==> src/rtl/rf_seq_pkg.sv <==
// rf_seq_pkg: shared constants, enums and helpers for the register-file
// sequencer (rf_sequencer, rf_seq_alu, rf_seq_if).
//   DATA_W   : register/data width (matches the register file)
//   NUM_REGS : register count, also the width of the one-hot load strobe
//   SEL_W    : register index width
//   op_e     : command opcodes
//   state_e  : sequencer FSM states
//   onehot() : register index -> one-hot load strobe
package rf_seq_pkg;

  localparam int DATA_W   = 16;
  localparam int NUM_REGS = 8;
  localparam int SEL_W    = $clog2(NUM_REGS);

  typedef enum logic [2:0] {
    OP_ADD = 3'd0,
    OP_SUB = 3'd1,
    OP_AND = 3'd2,
    OP_OR  = 3'd3,
    OP_XOR = 3'd4,
    OP_MOV = 3'd5,
    OP_LDI = 3'd6,
    OP_NOP = 3'd7
  } op_e;

  typedef enum logic [2:0] {
    IDLE  = 3'd0,
    RD_A  = 3'd1,
    RD_B  = 3'd2,
    EXEC  = 3'd3,
    WRITE = 3'd4
  } state_e;

  function automatic logic [NUM_REGS-1:0] onehot(input logic [SEL_W-1:0] sel);
    logic [NUM_REGS-1:0] one;
    one = {{(NUM_REGS-1){1'b0}}, 1'b1};
    return one << sel;
  endfunction

endpackage

==> src/rtl/rf_seq_if.sv <==
// rf_seq_if: bundles the command handshake and the register-file access
// signals of the sequencer.
//   master modport : the environment side (front end issuing commands plus
//                    the register file's read mux / write side)
//   slave modport  : the sequencer
//   Command : cmd_valid, cmd_ready, cmd_op, cmd_rd, cmd_rs1, cmd_rs2, cmd_imm
//   Read    : rd_sel (to read mux), rd_data (combinational read data)
//   Write   : wr_load (one-hot load strobe), wr_data, done (retire pulse)
//   Flags   : flag_z, flag_c, flag_v exist only when RF_SEQ_FLAGS_EN is defined
interface rf_seq_if;
  import rf_seq_pkg::*;

  logic                cmd_valid;
  logic                cmd_ready;
  op_e                 cmd_op;
  logic [SEL_W-1:0]    cmd_rd;
  logic [SEL_W-1:0]    cmd_rs1;
  logic [SEL_W-1:0]    cmd_rs2;
  logic [DATA_W-1:0]   cmd_imm;
  logic [SEL_W-1:0]    rd_sel;
  logic [DATA_W-1:0]   rd_data;
  logic [NUM_REGS-1:0] wr_load;
  logic [DATA_W-1:0]   wr_data;
  logic                done;
`ifdef RF_SEQ_FLAGS_EN
  logic                flag_z;
  logic                flag_c;
  logic                flag_v;
`endif

  modport master (
    output cmd_valid, cmd_op, cmd_rd, cmd_rs1, cmd_rs2, cmd_imm, rd_data,
    input  cmd_ready, rd_sel, wr_load, wr_data, done
`ifdef RF_SEQ_FLAGS_EN
    , input flag_z, flag_c, flag_v
`endif
  );

  modport slave (
    input  cmd_valid, cmd_op, cmd_rd, cmd_rs1, cmd_rs2, cmd_imm, rd_data,
    output cmd_ready, rd_sel, wr_load, wr_data, done
`ifdef RF_SEQ_FLAGS_EN
    , output flag_z, flag_c, flag_v
`endif
  );

endinterface

==> src/rtl/rf_seq_alu.sv <==
// rf_seq_alu: combinational ALU used in the EXEC state of rf_sequencer.
//   op     : opcode (op_e)
//   a, b   : operands read from the register file
//   imm    : immediate (LDI)
//   result : DATA_W-bit result, ADD/SUB wrap modulo 2^DATA_W
//   c, v   : carry/borrow and signed overflow (only with RF_SEQ_FLAGS_EN)
module rf_seq_alu
  import rf_seq_pkg::*;
(
  input  op_e               op,
  input  logic [DATA_W-1:0] a,
  input  logic [DATA_W-1:0] b,
  input  logic [DATA_W-1:0] imm,
  output logic [DATA_W-1:0] result
`ifdef RF_SEQ_FLAGS_EN
  ,
  output logic              c,
  output logic              v
`endif
);

  always_comb begin
    result = '0;
`ifdef RF_SEQ_FLAGS_EN
    c = 1'b0;
    v = 1'b0;
`endif
    case (op)
      OP_ADD: begin
`ifdef RF_SEQ_FLAGS_EN
        {c, result} = {1'b0, a} + {1'b0, b};
        v = (a[DATA_W-1] == b[DATA_W-1]) && (result[DATA_W-1] != a[DATA_W-1]);
`else
        result = a + b;
`endif
      end
      OP_SUB: begin
`ifdef RF_SEQ_FLAGS_EN
        // Extended subtract: the top bit is the borrow, set exactly when a < b.
        {c, result} = {1'b0, a} - {1'b0, b};
        v = (a[DATA_W-1] != b[DATA_W-1]) && (result[DATA_W-1] != a[DATA_W-1]);
`else
        result = a - b;
`endif
      end
      OP_AND:  result = a & b;
      OP_OR:   result = a | b;
      OP_XOR:  result = a ^ b;
      OP_MOV:  result = a;
      OP_LDI:  result = imm;
      default: result = '0;
    endcase
  end

endmodule

==> src/rtl/rf_sequencer.sv <==
// rf_sequencer: initiator for the 8 x 16-bit register file. Accepts one ALU
// command over a valid/ready handshake, reads operands through the single
// read port, computes the result and writes it back with a one-hot strobe.
//   clk   : rising-edge clock
//   reset : asynchronous, active-low reset
//   bus   : rf_seq_if.slave (command handshake, read port, write port, done,
//           and flag_z/flag_c/flag_v when RF_SEQ_FLAGS_EN is defined)
// Optional feature macro: RF_SEQ_FLAGS_EN (adds Z/C/V flag outputs).
module rf_sequencer
  import rf_seq_pkg::*;
(
  input  logic     clk,
  input  logic     reset,
  rf_seq_if.slave  bus
);

  state_e              state_reg, state_next;
  op_e                 op_reg;
  logic [SEL_W-1:0]    rd_reg, rs1_reg, rs2_reg;
  logic [DATA_W-1:0]   imm_reg;
  logic [DATA_W-1:0]   opa_reg, opb_reg, result_reg;
  logic [SEL_W-1:0]    rd_sel_reg, rd_sel_next;
  logic [NUM_REGS-1:0] wr_load_c;
  logic [DATA_W-1:0]   wr_data_c;
  logic                done_c;
  logic                accept;
  logic [DATA_W-1:0]   alu_result;

  // Ready is forced low while reset is held so nothing is accepted then.
  assign bus.cmd_ready = (state_reg == IDLE) && reset;
  assign accept        = bus.cmd_valid && bus.cmd_ready;

  // State register
  always_ff @(posedge clk or negedge reset) begin
    if (!reset) state_reg <= IDLE;
    else        state_reg <= state_next;
  end

  // Next-state logic: the path through the FSM depends on the opcode.
  always_comb begin
    state_next = state_reg;
    case (state_reg)
      IDLE: begin
        if (accept) begin
          case (bus.cmd_op)
            OP_LDI:  state_next = EXEC;
            OP_NOP:  state_next = WRITE;
            default: state_next = RD_A;
          endcase
        end
      end
      RD_A:    state_next = (op_reg == OP_MOV) ? EXEC : RD_B;
      RD_B:    state_next = EXEC;
      EXEC:    state_next = WRITE;
      WRITE:   state_next = IDLE;
      default: state_next = IDLE;
    endcase
  end

  // Output logic. rd_sel is prepared one state ahead so the registered
  // select is stable for the whole RD_A / RD_B cycle; RD_A is only entered
  // from the accept cycle, so rs1 comes straight from the command inputs.
  always_comb begin
    rd_sel_next = '0;
    case (state_next)
      RD_A:    rd_sel_next = bus.cmd_rs1;
      RD_B:    rd_sel_next = rs2_reg;
      default: rd_sel_next = '0;
    endcase

    wr_load_c = '0;
    wr_data_c = '0;
    done_c    = 1'b0;
    if (state_reg == WRITE) begin
      wr_load_c = (op_reg == OP_NOP) ? '0 : onehot(rd_reg);
      wr_data_c = result_reg;
      done_c    = 1'b1;
    end
  end

  assign bus.rd_sel  = rd_sel_reg;
  assign bus.wr_load = wr_load_c;
  assign bus.wr_data = wr_data_c;
  assign bus.done    = done_c;

`ifdef RF_SEQ_FLAGS_EN
  logic alu_c, alu_v;
  logic c_reg, v_reg;
  logic flag_z_reg, flag_c_reg, flag_v_reg;
`endif

  rf_seq_alu u_alu (
    .op     (op_reg),
    .a      (opa_reg),
    .b      (opb_reg),
    .imm    (imm_reg),
    .result (alu_result)
`ifdef RF_SEQ_FLAGS_EN
    ,
    .c      (alu_c),
    .v      (alu_v)
`endif
  );

  // Command latch, operand capture and result register.
  always_ff @(posedge clk or negedge reset) begin
    if (!reset) begin
      op_reg     <= OP_ADD;
      rd_reg     <= '0;
      rs1_reg    <= '0;
      rs2_reg    <= '0;
      imm_reg    <= '0;
      opa_reg    <= '0;
      opb_reg    <= '0;
      result_reg <= '0;
      rd_sel_reg <= '0;
    end else begin
      if (accept) begin
        op_reg  <= bus.cmd_op;
        rd_reg  <= bus.cmd_rd;
        rs1_reg <= bus.cmd_rs1;
        rs2_reg <= bus.cmd_rs2;
        imm_reg <= bus.cmd_imm;
      end
      // Read data is captured on the edge that leaves each read state.
      if (state_reg == RD_A) opa_reg <= bus.rd_data;
      if (state_reg == RD_B) opb_reg <= bus.rd_data;
      if (state_reg == EXEC) result_reg <= alu_result;
      rd_sel_reg <= rd_sel_next;
    end
  end

`ifdef RF_SEQ_FLAGS_EN
  // Carry/overflow are held from EXEC and committed together with Z at the
  // end of WRITE, so flags change at the same edge as the register file.
  always_ff @(posedge clk or negedge reset) begin
    if (!reset) begin
      c_reg      <= 1'b0;
      v_reg      <= 1'b0;
      flag_z_reg <= 1'b0;
      flag_c_reg <= 1'b0;
      flag_v_reg <= 1'b0;
    end else begin
      if (state_reg == EXEC) begin
        c_reg <= alu_c;
        v_reg <= alu_v;
      end
      if ((state_reg == WRITE) && (op_reg <= OP_XOR)) begin
        flag_z_reg <= (result_reg == '0);
        flag_c_reg <= c_reg;
        flag_v_reg <= v_reg;
      end
    end
  end

  assign bus.flag_z = flag_z_reg;
  assign bus.flag_c = flag_c_reg;
  assign bus.flag_v = flag_v_reg;
`endif

endmodule

==> src/flat_wrapper.sv <==
// flat-port wrapper written by rule: the top's interface ports become plain ports
module rf_sequencer_flat import rf_seq_pkg::*;
  (clk, reset, bus_cmd_valid, bus_cmd_op, bus_cmd_rd, bus_cmd_rs1, bus_cmd_rs2, bus_cmd_imm, bus_rd_data, bus_cmd_ready, bus_rd_sel, bus_wr_load, bus_wr_data, bus_done);
  rf_seq_if bus_i ();
  input  logic clk;
  input  logic reset;
  input wire logic [$bits(bus_i.cmd_valid)-1:0] bus_cmd_valid;
  input wire logic [$bits(bus_i.cmd_op)-1:0] bus_cmd_op;
  input wire logic [$bits(bus_i.cmd_rd)-1:0] bus_cmd_rd;
  input wire logic [$bits(bus_i.cmd_rs1)-1:0] bus_cmd_rs1;
  input wire logic [$bits(bus_i.cmd_rs2)-1:0] bus_cmd_rs2;
  input wire logic [$bits(bus_i.cmd_imm)-1:0] bus_cmd_imm;
  input wire logic [$bits(bus_i.rd_data)-1:0] bus_rd_data;
  output wire logic [$bits(bus_i.cmd_ready)-1:0] bus_cmd_ready;
  output wire logic [$bits(bus_i.rd_sel)-1:0] bus_rd_sel;
  output wire logic [$bits(bus_i.wr_load)-1:0] bus_wr_load;
  output wire logic [$bits(bus_i.wr_data)-1:0] bus_wr_data;
  output wire logic [$bits(bus_i.done)-1:0] bus_done;
  assign bus_i.cmd_valid = bus_cmd_valid;
  assign bus_i.cmd_op = bus_cmd_op;
  assign bus_i.cmd_rd = bus_cmd_rd;
  assign bus_i.cmd_rs1 = bus_cmd_rs1;
  assign bus_i.cmd_rs2 = bus_cmd_rs2;
  assign bus_i.cmd_imm = bus_cmd_imm;
  assign bus_i.rd_data = bus_rd_data;
  assign bus_cmd_ready = bus_i.cmd_ready;
  assign bus_rd_sel = bus_i.rd_sel;
  assign bus_wr_load = bus_i.wr_load;
  assign bus_wr_data = bus_i.wr_data;
  assign bus_done = bus_i.done;
  rf_sequencer u_core (.clk(clk), .reset(reset), .bus(bus_i));
endmodule
==> config.mk <==
export PLATFORM = sky130hd
export DESIGN_NAME = rf_sequencer_flat
export DESIGN_NICKNAME = d
export VERILOG_FILES = /design/src/rtl/rf_seq_pkg.sv /design/src/rtl/rf_seq_if.sv /design/src/rtl/rf_seq_alu.sv /design/src/rtl/rf_sequencer.sv /design/src/flat_wrapper.sv
export SDC_FILE = /design/constraint.sdc
export NUM_CORES = 1
export LEC_CHECK = 0
export ABC_CLOCK_PERIOD_IN_PS = 3730
export BUFFER_PORTS_ARGS = -buffer_cell sky130_fd_sc_hd__buf_2
export CORE_ASPECT_RATIO = 0.5
export CORE_MARGIN = 2
export CORE_UTILIZATION = 49
export CTS_CLUSTER_DIAMETER = 40
export DETAILED_ROUTE_END_ITERATION = 12
export PLACE_DENSITY = 0.7
export SYNTH_ARGS = -nofsm -noshare
export SYNTH_HDL_FRONTEND = slang
export SYNTH_SLANG_ARGS = --single-unit
==> constraint.sdc <==
create_clock -name clk -period 3.73 [get_ports clk]
set_input_delay 0.9325 -clock clk [delete_from_list [all_inputs] [get_ports clk]]
set_output_delay 0.9325 -clock clk [all_outputs]
set_load 0.05 [all_outputs]
; Word-level counts from Yosys, hierarchy flattened
; Cells that the tools add are included.
[word_totals]
output_inout_bits = 29
reg_bits = 79
in_bits = 47
elab_cells = 44
[classes]
n_bitwise = 3
reduce_logical = 4
n_eq_ne = 15
shift = 1
addsub = 2
mux = 10
[op_table]
columns = operator, count
row1 = $pmux 16 s7, 1
row2 = $eq 3x3->1 const B, 7
row3 = $add 16x16->16, 1
row4 = $and 16x16->16, 1
row5 = $mux 16, 1
row6 = $mux 8, 2
row7 = $or 16x16->16, 1
row8 = $sub 16x16->16, 1
row9 = $xor 16x16->16, 1
row10 = $eq 3x2->1 const B, 5
row11 = $pmux 3 s2, 2
row12 = $pmux 3 s4, 1
row13 = $eq 3x1->1 const B, 3
row14 = $shl 1x3->8 const A, 1
row15 = $logic_not 3->1, 2
row16 = $mux 3, 1
row17 = $logic_and 1x1->1, 2
row18 = $mux 1, 2

; Logic depth before layout (Yosys ltp)
[logic_depth]
depth_word = 7
depth_mapped = 14

; By module
; Synthesis repeated with hierarchy kept, for this count alone.
[hier_totals]
hier_cells = 555
hier_area_um2 = 5582.9
[modules_own_cells]
columns = module, cells_per_inst, instances, area_each_um2
row1 = rf_sequencer, 222, 1, 3243.1
row2 = rf_seq_alu, 333, 1, 2339.7

; Worst setup path after synthesis
; Ideal clock, no wire load.
[synth_timing]
kind = register to output
startpoint = reg u_core.state_reg[1]
endpoint = out bus_wr_load[4]
n_path_buf = 1
t_arrival_ns = 2.329
required_ns = 2.798
stages_incl_launch_ff = 5
path_slack_ns = 0.468
path_cell_list = dfrtp_1 -> buf_2 -> nor3b_1 -> nand3_1 -> nor3_1
[synth_between]
elab_chain_len = 2
[synth_lines]
columns = item, line_no
row1 = from (decl), rf_sequencer.sv:17  ; state_e state_reg, state_next;
row2 = from (signal assigned), rf_sequencer.sv:36  ; else state_reg <= state_next;
row3 = $eq 3x3->1, rf_sequencer.sv:74  ; if (state_reg == WRITE) begin
row4 = $mux 8, rf_sequencer.sv:74
row5 = to (decl), flat_wrapper.sv:16  ; output wire logic [$bits(bus_i.wr_load)-1:0] bus_wr_load;
; No other way between the ends.

; Worst setup path after layout
[layout_timing]
startpoint = reg u_core.state_reg[2]
endpoint = out bus_wr_load[4]
; Same word-level chain as after synthesis.

==> results.yml <==
yosys:
  synth.avg_cell_area_sq_um: 9.31
  synth_nets: 671
  netlist_instances: 575
  synth_top_area_share_pct: 36.9
  synthFlopType: "dfrtp_1"
  synth_area_sq_um: 5350
  synthArstFlopShare_pct: 100
  synth_top_cell_by_area: "dfrtp_1"
  yosysUniqueCellTypes: 53
  ys_warn_count: 0
  yosys_register_bits: 79
  synth_edf_count: 0
  synthTopCellsByArea: "dfrtp_1 (37%), ha_1 (11%), mux2_2 (7.8%)"
  seq_area_frac_synth_pct: 36.9
setup_path:
  crit_type: "register to output port"
  critPathLaunchType: "register"
  end_kind: "output port"
  cp_data_arrival_time_ns: 2.39
  crit_required_ns: 2.80
  cp_max_fo: 9
global_routing:
  grt_max_degree: 43
  antenna_found_initial: 0
  grt_pass1_wl_um: 22100
  grt_pass1_vias: 4173
  overflow: 0
  gr-usage-all-layers_pct: 23.7
final_layout:
  drive_above_1_share_pct: 23.2
  n_antenna_cell: 0
  nFillCells: 944
  layout.nets: 739
  area_growth_pct: 16.3
  utilization_pct: 59.8
sta:
  rsz0062_at_grt: "false"
  hold_ws_ns: 0.472
  setup_viol: 0
  final.setup.tns_ns: 0
  max_freq_ghz: 0.301
  period_share_pct: 89.0
  worst_slew_pin_slew_ns: 0.745
  fin_crit_ns: 3.32
  drv_slew: 0
  fin_worst_skew_ns: 0.00646
  fin_ws_ns: 0.409
  relSlewSlack_pct: 50.1
  finalHoldViolCount: 0
clock_tree:
  cts_root_buf: "clkbuf_16"
  cts_made_buffers: 9
  cts.reportedPaths.clkPinSlew_ns: 0.06
  cts_tree: "done"
  cts.path.max_buffers: 2
  clkLatencyLatePin_ns: 0.34
  h-tree-depth: 3
  cts_hold_buf: 0
  postCtsSetupBuffers: 0
  cts_sinks: 79
  cts_resized: 0
pwr:
  leakagePower_nw: 2.93
  p_per_area_nw_per_um2: 1130
  finalPower_mw: 7.01
  max-vdd-ir-drop_mv: 0.409
routing:
  drtIter0Drc: 364
  viasPerCell: 5.68
  routed_wl_um: 13600
  drtPass1Iterations: 4
  vias: 4468
  drc: 0
  wl_per_cell_um: 17.2
  ant_nets: 0
run:
  drv_cap: 0
floorplan:
  core_sq_um: 10400
  row_count: 26
  ios: 76
  die_h_um: 77.9
  die-area_sq_um: 11800
  initial_utilization_pct: 51.4
  dieWidth_um: 152
placement:
  numPortBuffers: 75
  place.gp.congestion: 0.961
  pre_cts_slack_ns: 0.722
  dp_hpwl_um: 9830
run_status:
  status: "finished clean"
hold_path:
  hold_class: "register to register"
[where the power goes]
part | total [mW] | switching [mW] | internal [mW]
sequential | 1.69 | 0.407 | 1.28
clock | 1.03 | 0.356 | 0.669
combinational | 4.29 | 2.47 | 1.83
total | 7.01 | 3.23 | 3.78
[critical path, cell delays in order (launching register included)]
cell	delay [ns]
dfrtp_1	0.58
nor3b_2	0.70
nand3_1	0.28
nor3_1	0.19
buf_2	0.29
[cells in the mapped netlist, types with 2 or more instances]
cell type and instances:
a22oi_1 4, o22ai_1 8, nor3_1 6, nand3_1 8, clkbuf_1 23, o21ai_0 56
a22o_1 6, nor3b_1 3, and2_1 19, buf_2 5, a221oi_1 8, nor2b_1 10
nand2b_1 9, a211oi_1 4, a31oi_1 7, a41oi_1 2, a21o_1 2, dfrtp_1 79
nor2_1 28, mux2_2 37, xor2_1 2, xnor2_1 24, mux2i_1 11, and3_1 4
nand2_1 53, a21oi_1 38, o31ai_1 2, inv_1 35, o221ai_1 4, ha_1 48
o211ai_1 3, nand3b_1 6
[final cells by class]
type | instances | area [sq um] | area share, %
clock buffer | 10 | 239 | 3.84
clock inverter | 5 | 106 | 1.71
inverter | 35 | 131 | 2.11
multi-input combinational | 431 | 3130 | 50.2
sequential | 79 | 1980 | 31.8
tap | 140 | 175 | 2.81
timing repair buffer | 87 | 468 | 7.52
[through the flow]
stage / cells / cell area, sq um
floorplan: 575 / 5350
global placement: 772 / 5880
detailed placement: 772 / 5880
CTS: 787 / 6220
global route: 787 / 6220
finish: 787 / 6220
[per-layer routing]
layer / track usage (%) / vias up / share of wire (%)
met1: 34.6 / 2168 / 50
met2: 36.5 / 119 / 44
met4: 5.23 / 0 / 1.0
met3: 4.86 / 15 / 5.1
li1: - / 2166 / -
met5: 0 / - / 0
[worst paths after layout]
path / to / slack (ns) / depth (start not counted) / start
max in group asynchronous: u_core.result_reg[3] / 2.08 / 3 / reset
worst max-delay path: bus_wr_load[4] / 0.41 / 4 / u_core.state_reg[2]
worst min register to register: u_core.result_reg[3] / 0.47 / 2 / u_core.result_reg[3]
min in group asynchronous: u_core.opb_reg[5] / 0.69 / 2 / reset
worst min-delay path: u_core.result_reg[3] / 0.47 / 2 / u_core.result_reg[3]
worst max register to register: u_core.result_reg[14] / 0.68 / 12 / u_core.op_reg[1]
[layout by cell type, fill, tap and decap left out, types with 2 or more instances in the layout]
cell type	Yosys	routed
ha_1	48	48
xnor2_1	24	24
nand2b_1	9	9
a22oi_1	4	4
nand3b_1	6	6
nand2_1	53	53
nor3_1	6	6
o221ai_1	4	4
a211oi_1	4	4
a31oi_1	7	7
clkbuf_16	0	9
o31ai_1	2	2
and3_1	4	4
a221oi_1	8	8
buf_4	1	13
buf_2	5	74
bufinv_16	0	3
o21ai_0	56	56
a41oi_1	2	2
o22ai_1	8	8
mux2_2	37	37
o211ai_1	3	3
a21o_1	2	2
a21oi_1	38	38
inv_1	35	35
mux2i_1	11	11
and2_1	19	19
xor2_1	2	2
nand3_1	8	8
a22o_1	6	6
dfrtp_1	79	79
nor3b_2	0	2
nor2b_1	10	9
nor2_1	28	28
[cells by family after synthesis]
logic type               count (synthesis)  synth area share (%)
adder cells (fa/ha/maj)                 49                  11.6
flip-flops                              79                  36.9
XOR/XNOR                                26                  4.25
AO/OA/AOI/OAI                          152                  17.2
buffers and inverters                   65                  4.89
AND/OR/NAND/NOR                        156                  15.3
multiplexers                            48                  9.84
No activity file was read; power rests on OpenSTA's default activity.
